===== config.mk =====
export PLATFORM = sky130hd
export DESIGN_NAME = ili9341_spi_tx
export DESIGN_NICKNAME = d
export VERILOG_FILES = /design/src/rtl/ili9341_pkg.sv /design/src/rtl/spi_half_period_timer.sv /design/src/rtl/ili9341_spi_tx.sv
export SDC_FILE = /design/constraint.sdc
export NUM_CORES = 1
export LEC_CHECK = 0
export CAP_MARGIN = 0
export CORE_MARGIN = 2
export CORE_UTILIZATION = 46
export CTS_CLUSTER_DIAMETER = 60
export DETAILED_ROUTE_END_ITERATION = 16
export GPL_ROUTABILITY_DRIVEN = 0
export PLACE_DENSITY = 0.72
export SYNTH_ARGS = -nofsm -noshare
export SYNTH_HDL_FRONTEND = slang
export SYNTH_SLANG_ARGS = --single-unit

===== constraint.sdc =====
create_clock -name clk -period 1.6 [get_ports clk]
set_clock_uncertainty 0.05 [all_clocks]
set_input_delay 0.32 -clock clk [delete_from_list [all_inputs] [get_ports clk]]
set_output_delay 0.32 -clock clk [all_outputs]
set_load 0.1 [all_outputs]

===== src/rtl/ili9341_pkg.sv =====
// Shared definitions for the ILI9341 display path: transmitter states,
// FIFO word layout and command opcodes used by upstream sequencers.
package ili9341_pkg;

    typedef enum logic [2:0] {
        IDLE,
        FETCH,
        LOAD,
        SHIFT,
        CS_HOLD,
        CS_GAP
    } tx_state_t;

    localparam int unsigned DC_BIT       = 8;
    localparam int unsigned PAYLOAD_MSB  = 7;
    localparam int unsigned PAYLOAD_LSB  = 0;
    localparam int unsigned PAYLOAD_BITS = PAYLOAD_MSB - PAYLOAD_LSB + 1;

    // One FIFO word: D/C tag above the byte payload
    typedef struct packed {
        logic                    dc;
        logic [PAYLOAD_BITS-1:0] payload;
    } lcd_word_t;

    localparam logic [7:0] CMD_NOP     = 8'h00;
    localparam logic [7:0] CMD_SWRESET = 8'h01;
    localparam logic [7:0] CMD_SLPOUT  = 8'h11;
    localparam logic [7:0] CMD_DISPON  = 8'h29;
    localparam logic [7:0] CMD_CASET   = 8'h2A;
    localparam logic [7:0] CMD_PASET   = 8'h2B;
    localparam logic [7:0] CMD_RAMWR   = 8'h2C;
    localparam logic [7:0] CMD_MADCTL  = 8'h36;
    localparam logic [7:0] CMD_COLMOD  = 8'h3A;

    function automatic lcd_word_t make_word(input logic dc,
                                            input logic [PAYLOAD_BITS-1:0] payload);
        lcd_word_t w;
        w.dc      = dc;
        w.payload = payload;
        return w;
    endfunction

endpackage


===== src/rtl/spi_half_period_timer.sv =====
// Free-running CLK_DIV-cycle interval timer; tick_c marks the last cycle
// of each interval. start restarts the interval, clear parks the timer.
module spi_half_period_timer #(
    parameter int unsigned CLK_DIV = 2
) (
    input  logic clk,
    input  logic rst_n,
    input  logic start,
    input  logic clear,
    output logic tick_c
);

    localparam int unsigned CNT_W = $clog2(CLK_DIV) + 1;
    localparam logic [CNT_W-1:0] LAST = CNT_W'(CLK_DIV - 1);

    logic [CNT_W-1:0] cnt;
    logic             running;

    assign tick_c = running && (cnt == LAST);

    always_ff @(posedge clk or negedge rst_n) begin
        if (!rst_n) begin
            cnt     <= '0;
            running <= 1'b0;
        end else if (clear) begin
            cnt     <= '0;
            running <= 1'b0;
        end else if (start) begin
            cnt     <= '0;
            running <= 1'b1;
        end else if (running) begin
            cnt <= tick_c ? '0 : cnt + CNT_W'(1);
        end
    end

endmodule


===== src/rtl/ili9341_spi_tx.sv =====
// Pops 9-bit D/C-tagged words from the display FIFO and shifts the payload
// MSB-first onto the ILI9341 SPI bus (mode 0), keeping CS low across bursts.
module ili9341_spi_tx
    import ili9341_pkg::*;
#(
    parameter int unsigned CLK_DIV   = 2,
    parameter int unsigned WORD_BITS = 9
) (
    input  logic                 clk,
    input  logic                 rst_n,
    input  logic                 fifo_empty,
    output logic                 fifo_read_enable,
    input  logic [WORD_BITS-1:0] fifo_read_data,
    output logic                 lcd_cs_n,
    output logic                 lcd_sck,
    output logic                 lcd_mosi,
    output logic                 lcd_dc,
    output logic                 busy
);

    localparam int unsigned SHREG_W = PAYLOAD_BITS - 1;

    tx_state_t          state, state_next;
    lcd_word_t          word;
    logic [SHREG_W-1:0] shreg, shreg_next;
    logic [2:0]         bit_cnt, bit_next;
    logic               cs_n_next, sck_next, mosi_next, dc_next;
    logic               timer_start, timer_clear, tick_c;

    assign word = lcd_word_t'(fifo_read_data[DC_BIT:0]);

    spi_half_period_timer #(.CLK_DIV(CLK_DIV)) u_timer (
        .clk    (clk),
        .rst_n  (rst_n),
        .start  (timer_start),
        .clear  (timer_clear),
        .tick_c (tick_c)
    );

    always_ff @(posedge clk or negedge rst_n) begin
        if (!rst_n) begin
            state            <= IDLE;
            lcd_cs_n         <= 1'b1;
            lcd_sck          <= 1'b0;
            lcd_mosi         <= 1'b0;
            lcd_dc           <= 1'b0;
            fifo_read_enable <= 1'b0;
            busy             <= 1'b0;
            shreg            <= '0;
            bit_cnt          <= '0;
        end else begin
            state            <= state_next;
            lcd_cs_n         <= cs_n_next;
            lcd_sck          <= sck_next;
            lcd_mosi         <= mosi_next;
            lcd_dc           <= dc_next;
            fifo_read_enable <= (state_next == FETCH);
            busy             <= (state_next != IDLE);
            shreg            <= shreg_next;
            bit_cnt          <= bit_next;
        end
    end

    // Next-state and next-output decode; bus lines move only in LOAD or on SCK falls
    always_comb begin
        state_next  = state;
        cs_n_next   = lcd_cs_n;
        sck_next    = lcd_sck;
        mosi_next   = lcd_mosi;
        dc_next     = lcd_dc;
        shreg_next  = shreg;
        bit_next    = bit_cnt;
        timer_start = 1'b0;
        timer_clear = 1'b0;
        case (state)
            IDLE: begin
                timer_clear = 1'b1;
                if (!fifo_empty) state_next = FETCH;
            end
            FETCH: state_next = LOAD;
            LOAD: begin
                dc_next     = word.dc;
                mosi_next   = word.payload[PAYLOAD_BITS-1];
                shreg_next  = word.payload[SHREG_W-1:0];
                cs_n_next   = 1'b0;
                sck_next    = 1'b0;
                bit_next    = 3'(PAYLOAD_BITS - 1);
                timer_start = 1'b1;
                state_next  = SHIFT;
            end
            SHIFT: begin
                if (tick_c) begin
                    if (!lcd_sck) begin
                        sck_next = 1'b1;
                    end else begin
                        sck_next = 1'b0;
                        if (bit_cnt == 3'd0) begin
                            if (!fifo_empty) begin
                                state_next  = FETCH;
                                timer_clear = 1'b1;
                            end else begin
                                state_next  = CS_HOLD;
                                timer_start = 1'b1;
                            end
                        end else begin
                            bit_next   = bit_cnt - 3'd1;
                            mosi_next  = shreg[SHREG_W-1];
                            shreg_next = {shreg[SHREG_W-2:0], 1'b0};
                        end
                    end
                end
            end
            CS_HOLD: begin
                if (tick_c) begin
                    cs_n_next   = 1'b1;
                    timer_start = 1'b1;
                    state_next  = CS_GAP;
                end
            end
            CS_GAP: begin
                if (tick_c) begin
                    timer_clear = 1'b1;
                    state_next  = IDLE;
                end
            end
            default: state_next = IDLE;
        endcase
    end

endmodule


# --- Yosys cells after proc, flatten, opt, wreduce, memory -nomap -nowiden ---
# Index checks and enable logic that the tools add are counted.
totals:
  rom_bits: 0
  latchBits: 0
  output_inout_bits: 6
  ramBits: 0
  mem_count: 0
  wordCells: 77
  ff_bits: 22
op_classes:
  shifts: 0
  bitwise_logic: 0
  multipliers: 0
  eq_ne: 11
  n_addsub: 2
  div: 0
  reduce_logical: 11
  order_cmp: 0
  muxes: 42
ops:
  columns: ["op", "count"]
  rows:
  - ["$mux W3", 10]
  - ["$mux W7", 3]
  - ["$pmux W3 S6", 1]
  - ["$mux W1", 17]
  - ["$pmux W7 S2", 1]
  - ["$mux W2", 4]
  - ["$eq A3 B1 Y1 const B", 2]
  - ["$eq A3 B2 Y1 const B", 2]
  - ["$eq A3 B3 Y1 const B", 2]
  - ["$logic_not A3 Y1", 2]
  - ["$pmux W1 S2", 3]
  - ["$pmux W1 S3", 2]
  - ["$pmux W3 S2", 1]
  - ["$reduce_bool A2 Y1", 3]
  - ["$reduce_bool A3 Y1", 2]
  - ["$ne A2 B1 Y1 const B", 2]
  - ["$ne A2 B2 Y1 const B", 2]
  - ["$reduce_and A2 Y1", 2]
  - ["$reduce_and A4 Y1", 1]
  - ["$sub A3 B1 Y3 const B", 1]
  - ["$add A2 B1 Y2 const B", 1]
  - ["$eq A2 B1 Y1 const B", 1]
  - ["$logic_and A1 B1 Y1", 1]

# --- Depth between registers and ports, before layout ---
logic_depth:
  ltp_word: 7
  depth_mapped: 7
  mapped_depth_nobuf: 6

# --- By module ---
# Synthesis repeated with hierarchy kept, for this count alone.
unflattened:
  hier_cells: 136
  area_unflattened_um2: 1278.7
by_module_without_submodules:
  columns: ["module", "cells_each", "area_each_um2", "n_inst"]
  rows:
  - ["ili9341_spi_tx", 125, 1159.9, 1]
  - ["spi_half_period_timer", 11, 118.9, 1]

# --- Least setup slack after synthesis ---
# OpenSTA, ideal clock, no wires.
synth_path:
  path_kind: "flip-flop to flip-flop"
  startpoint: "reg lcd_sck"
  endpoint: "reg lcd_mosi"
  path_buffers: 1
  t_required_ns: 1.427
  path_stages_with_launch: 6
  arrival_ns: 1.888
  period_less_slack_ns: 2.061
  slack_ns: -0.461
  cell_sequence: "dfrtp_1 nand4b_1 or4_1 buf_2 o22ai_1 nor2_1"
synth_between:
  elab_chain_cells: 2
synth_rtl:
  columns: ["item", "line", "text"]
  rows:
  - ["from (decl)", "ili9341_spi_tx.sv:15", "output logic lcd_sck,"]
  - ["from (signal assigned)", "ili9341_spi_tx.sv:54", "lcd_sck <= sck_next;"]
  - ["$ne A2 B2 Y1 (no line)", null, null]
  - ["$reduce_and A4 Y1 (no line)", null, null]
  - ["to (signal assigned)", "ili9341_spi_tx.sv:55", "lcd_mosi <= mosi_next;"]
  - ["to (decl)", "ili9341_spi_tx.sv:16", "output logic lcd_mosi,"]
# Every way passes these cells.
# A chain may end at the register's enable or synchronous reset.

# --- Worst setup path after layout ---
layout_path:
  startpoint: "reg bit_cnt[0]"
  endpoint: "reg shreg[6]"
layout_between:
  elab_chain_cells: 3
layout_rtl:
  columns: ["item", "line", "text"]
  rows:
  - ["from (decl)", "ili9341_spi_tx.sv:26", "logic [2:0] bit_cnt, bit_next;"]
  - ["from (signal assigned)", "ili9341_spi_tx.sv:60", "bit_cnt <= bit_next;"]
  - ["$logic_not A3 Y1", "ili9341_spi_tx.sv:97", "if (bit_cnt == 3'd0) begin"]
  - ["$ne A2 B2 Y1 (no line)", null, null]
  - ["$reduce_and A4 Y1 (no line)", null, null]
  - ["to (signal assigned)", "ili9341_spi_tx.sv:59", "shreg <= shreg_next;"]
  - ["to (decl)", "ili9341_spi_tx.sv:25", "logic [SHREG_W-1:0] shreg, shreg_next;"]
# Every way passes these cells.

==> results.sh <==
export IMPL_syn_area_um2=1080
export IMPL_total_routing_resource_utilization_after_global_routing_pct=22.2
export IMPL_status="completed"
export IMPL_num_antenna_cells=0
export IMPL_hold_path_class="in -> async"
export IMPL_ys_dominant_reg_cell="sky130_fd_sc_hd__dfrtp_1"
export IMPL_placedCellCount=170
export IMPL_initial_core_util_pct=49.0
export IMPL_clock_sinks=22
export IMPL_tritoncts="done"
export IMPL_critical_path_n_buffers_inverters=1
export IMPL_worst_slew_pin_slew_ns=0.334
export IMPL_smallest_setup_slack_after_layout_ns=0.00944
export IMPL_avgRoutedWirePerCell_um=15.3
export IMPL_final_area_um2=1590
export IMPL_number_of_buffers_inserted_during_clock_tree_synthesis=3
export IMPL_share_of_async_settable_or_async_resettable_flops_after_synthesis_pct=100
export IMPL_vdd_ir_drop_worst_v=0.00129
export IMPL_fmax_mhz=629
export IMPL_yosys_mux_area_fraction_pct=1.04
export IMPL_cts_hold_buffers_added=0
export IMPL_wl_um=2700
export IMPL_power_internal_mw=1.64
export IMPL_path_delay_family="simple AND/OR/NAND/NOR gates"
export IMPL_cp_max_fo=5
export IMPL_switching_share_pct=44.0
export IMPL_power_frac_clock_pct=10.3
export IMPL_report_final_hold_viol_count=0
export IMPL_postSynthCellCount=116
export IMPL_final_core_utilization_pct=71.7
export IMPL_drt_pass1_iter_count=4
export IMPL_synth_seq_cells=22
export IMPL_die_height_um=52.5
export IMPL_period_share_pct=99.4
export IMPL_main_combinational_cell_family_by_area_after_synthesis="compound AO/OA/AOI/OAI gates"
export IMPL_worst_ep_required_time_ns=1.75
export IMPL_chipWidth_um=52.5
export IMPL_vias=1022
export IMPL_dp_final_hpwl_um=1720
export IMPL_synth_edff_count=0
export IMPL_first_global_vias=950
export IMPL_slew_viol_final=0
export IMPL_yosys_area_share_simple_pct=19.4
export IMPL_port_buffers=17
export IMPL_postRouteAntennaNets=0
export IMPL_floorplan_core_area_um2=2210
export IMPL_yosysWarnings=0
export IMPL_synth_compound_area_share_pct=20.6
export IMPL_top_level_ports=18
export IMPL_post_route_drc_count=0
export IMPL_synthMostInstantiatedCell="sky130_fd_sc_hd__dfrtp_1"
export IMPL_power_per_cell_area_nw_per_um2=1840
export IMPL_area_growth_syn_to_layout_pct=46.4
export IMPL_endpoint_kind="register"
export IMPL_setup_tns_ns=0
export IMPL_avgSynthCellArea_um2=9.34
export IMPL_critPathLaunchType="register"
export IMPL_netlist_top_cell_by_area="sky130_fd_sc_hd__dfrtp_1"
export IMPL_max_capacitance_violation_total=0
export IMPL_first_pass_grt_wire_length_um=4360
export IMPL_antenna_found_initial=0
export IMPL_dp_worst_setup_slack_ns=-0.163
export IMPL_post_layout_nonfiller_instances=176
export IMPL_synth_lib_cells_used_distinct=34
export IMPL_synth_top_area_share_pct=48.5
export IMPL_clk_root_buffer_cell="sky130_fd_sc_hd__clkbuf_4"
export IMPL_clock_path_buffers=2
export IMPL_netlist_top_cells_count="21 x sky130_fd_sc_hd__dfrtp_1, 16 x sky130_fd_sc_hd__nor2_1, 12 x sky130_fd_sc_hd__o22ai_1"
export IMPL_critical_setup_path_kind="reg -> reg"
export IMPL_adder_cell_share_of_the_synthesized_area_pct=2.31
export IMPL_synthXorXnorAreaFrac_pct=0.808
export IMPL_placed_cell_area_um2=1440
export IMPL_viasPerCell=5.81
export IMPL_comb_power_share_pct=56.8
export IMPL_period_needed_ns=1.59
export IMPL_critical_path_slowest_cell="sky130_fd_sc_hd__or4_4"
export IMPL_core_rowCount=17
export IMPL_clk_latency_ns=0.30
export IMPL_grt_remaining_overflow=0
export IMPL_power_sequential_fraction_pct=32.9
export IMPL_nets_final=163
export IMPL_critical_path_max_stage_delay_ns=0.55
export IMPL_seq_area_frac_synth_pct=50.9
export IMPL_grt_start_max_net_pins=23
export IMPL_synth_fp_nets=130
export IMPL_slew_limit_headroom_pct=77.5
export IMPL_switching_power_mw=1.29
export IMPL_worst_ep_arrival_time_ns=1.74
export IMPL_power_leakage_nw=0.677
export IMPL_die_area_um2=2760
export IMPL_cts_reportedPaths_clkPinSlew_ns=0.12
export IMPL_critical_path_cell_sequence="inv_2 -> ha_4 -> nor2b_4 -> or4_4 -> o22ai_2 -> nor2_1"
export IMPL_post_synth_main_area_contributors="sky130_fd_sc_hd__dfrtp_1 48%, sky130_fd_sc_hd__o22ai_1 6.9%, sky130_fd_sc_hd__nor2_1 5.5%, sky130_fd_sc_hd__a21oi_1 2.8%, sky130_fd_sc_hd__o21ai_0 2.8%"
export IMPL_drive_gt1_share_pct=32.4
export IMPL_first_iter_violations=37
export IMPL_rsz0062_at_grt="yes"
export IMPL_final_setup_viol_count=0
export IMPL_htree_num_levels=1
-- state kept, by name, indices dropped and copies added, names as in the netlist --
name              count
shreg                 7
bit_cnt               3
state                 3
u_timer.cnt           2
busy                  1
fifo_read_enable      1
lcd_cs_n              1
lcd_dc                1
lcd_mosi              1
lcd_sck               1
u_timer.running       1
-- repair_timing --
action,4_1_cts,5_1_grt
cloned,1,0
buffers inserted,0,1
pin swaps,8,6
resized for setup,14,8
endpoints found under the hold margin,0,0
endpoints found under the setup margin,10,11
-- power by group through the flow --
| stage | clock, mW | combinational (mW) | sequential [mW] |
|---|---|---|---|
| after floorplan | 0 | 0.548 | 1.26 |
| after global placement | 0 | 1.38 | 0.920 |
| after detailed placement | 0 | 1.41 | 0.938 |
| after CTS | 0.307 | 1.57 | 0.951 |
| after global routing | 0.324 | 1.77 | 0.988 |
| final | 0.302 | 1.66 | 0.962 |
-- area by class of cell --
| type | instances | area, um2 |
|---|---|---|
| timing repair buffer | 33 | 354 |
| sequential | 22 | 556 |
| tap | 28 | 35.0 |
| clock buffer | 4 | 36.3 |
| fill | 155 | 626 |
| inverter | 7 | 26.3 |
| multi-input combinational | 82 | 579 |
-- worst paths after layout --
| kind | start | to | slack (ns) | depth (start not counted) |
|---|---|---|---|---|
| worst max-delay path | bit_cnt[0]$_DFFE_PN0P_ | shreg[6]$_DFFE_PN0P_ | 0.009 | 6 |
| worst min-delay path | rst_n | shreg[4]$_DFFE_PN0P_ | 0.30 | 2 |
| worst max register to register | bit_cnt[0]$_DFFE_PN0P_ | shreg[6]$_DFFE_PN0P_ | 0.009 | 6 |
| worst min register to register | shreg[0]$_DFFE_PN0P_ | shreg[0]$_DFFE_PN0P_ | 0.48 | 1 |
| max in group asynchronous | rst_n | lcd_cs_n$_DFFE_PN1P_ | 0.92 | 2 |
| min in group clk | shreg[0]$_DFFE_PN0P_ | shreg[0]$_DFFE_PN0P_ | 0.48 | 1 |
-- through the flow --
step	hold WS, ns	power [mW]
after global routing	0.336	3.08
after CTS	0.308	2.83
after global placement	0.426	2.30
after floorplan	-0.0256	1.81
after detailed placement	0.433	2.35
final	0.298	2.92
-- metal layers --
metal / global-route usage, % / up-vias / share of wire [%]
li1: - / 491 / -
met1: 28.9 / 494 / 45
met3: 3.43 / 7 / 3.2
met4: 9.40 / 0 / 1.8
met2: 36.5 / 30 / 50
met5: 0 / - / 0
-- cell usage in the layout, fill, tap and decap left out, types with 2 or more instances in the layout --
cell	n
sky130_fd_sc_hd__and3_1	2
sky130_fd_sc_hd__o21ai_0	6
sky130_fd_sc_hd__o22ai_1	7
sky130_fd_sc_hd__a21oi_1	6
sky130_fd_sc_hd__nor2_2	3
sky130_fd_sc_hd__o22ai_2	5
sky130_fd_sc_hd__or4_4	2
sky130_fd_sc_hd__and2_1	2
sky130_fd_sc_hd__buf_12	6
sky130_fd_sc_hd__clkdlybuf4s50_1	11
sky130_fd_sc_hd__dfrtp_1	20
sky130_fd_sc_hd__inv_1	4
sky130_fd_sc_hd__nor3_1	4
sky130_fd_sc_hd__nor2_1	13
sky130_fd_sc_hd__a31oi_1	2
sky130_fd_sc_hd__nand2_1	6
sky130_fd_sc_hd__inv_2	3
sky130_fd_sc_hd__nand3_1	2
sky130_fd_sc_hd__clkbuf_4	3
sky130_fd_sc_hd__buf_4	15
-- cell families after synthesis --
| family | count (synthesis) |
|---|---|
| AOI/OAI and AO/OA | 35 |
| xor gates and xnor gates | 1 |
| adders and majority gates | 2 |
| buffers and inverters | 13 |
| DFF | 22 |
| muxes | 1 |
| and+or+nand+nor | 42 |
No activity file was read; power rests on OpenSTA's default activity.
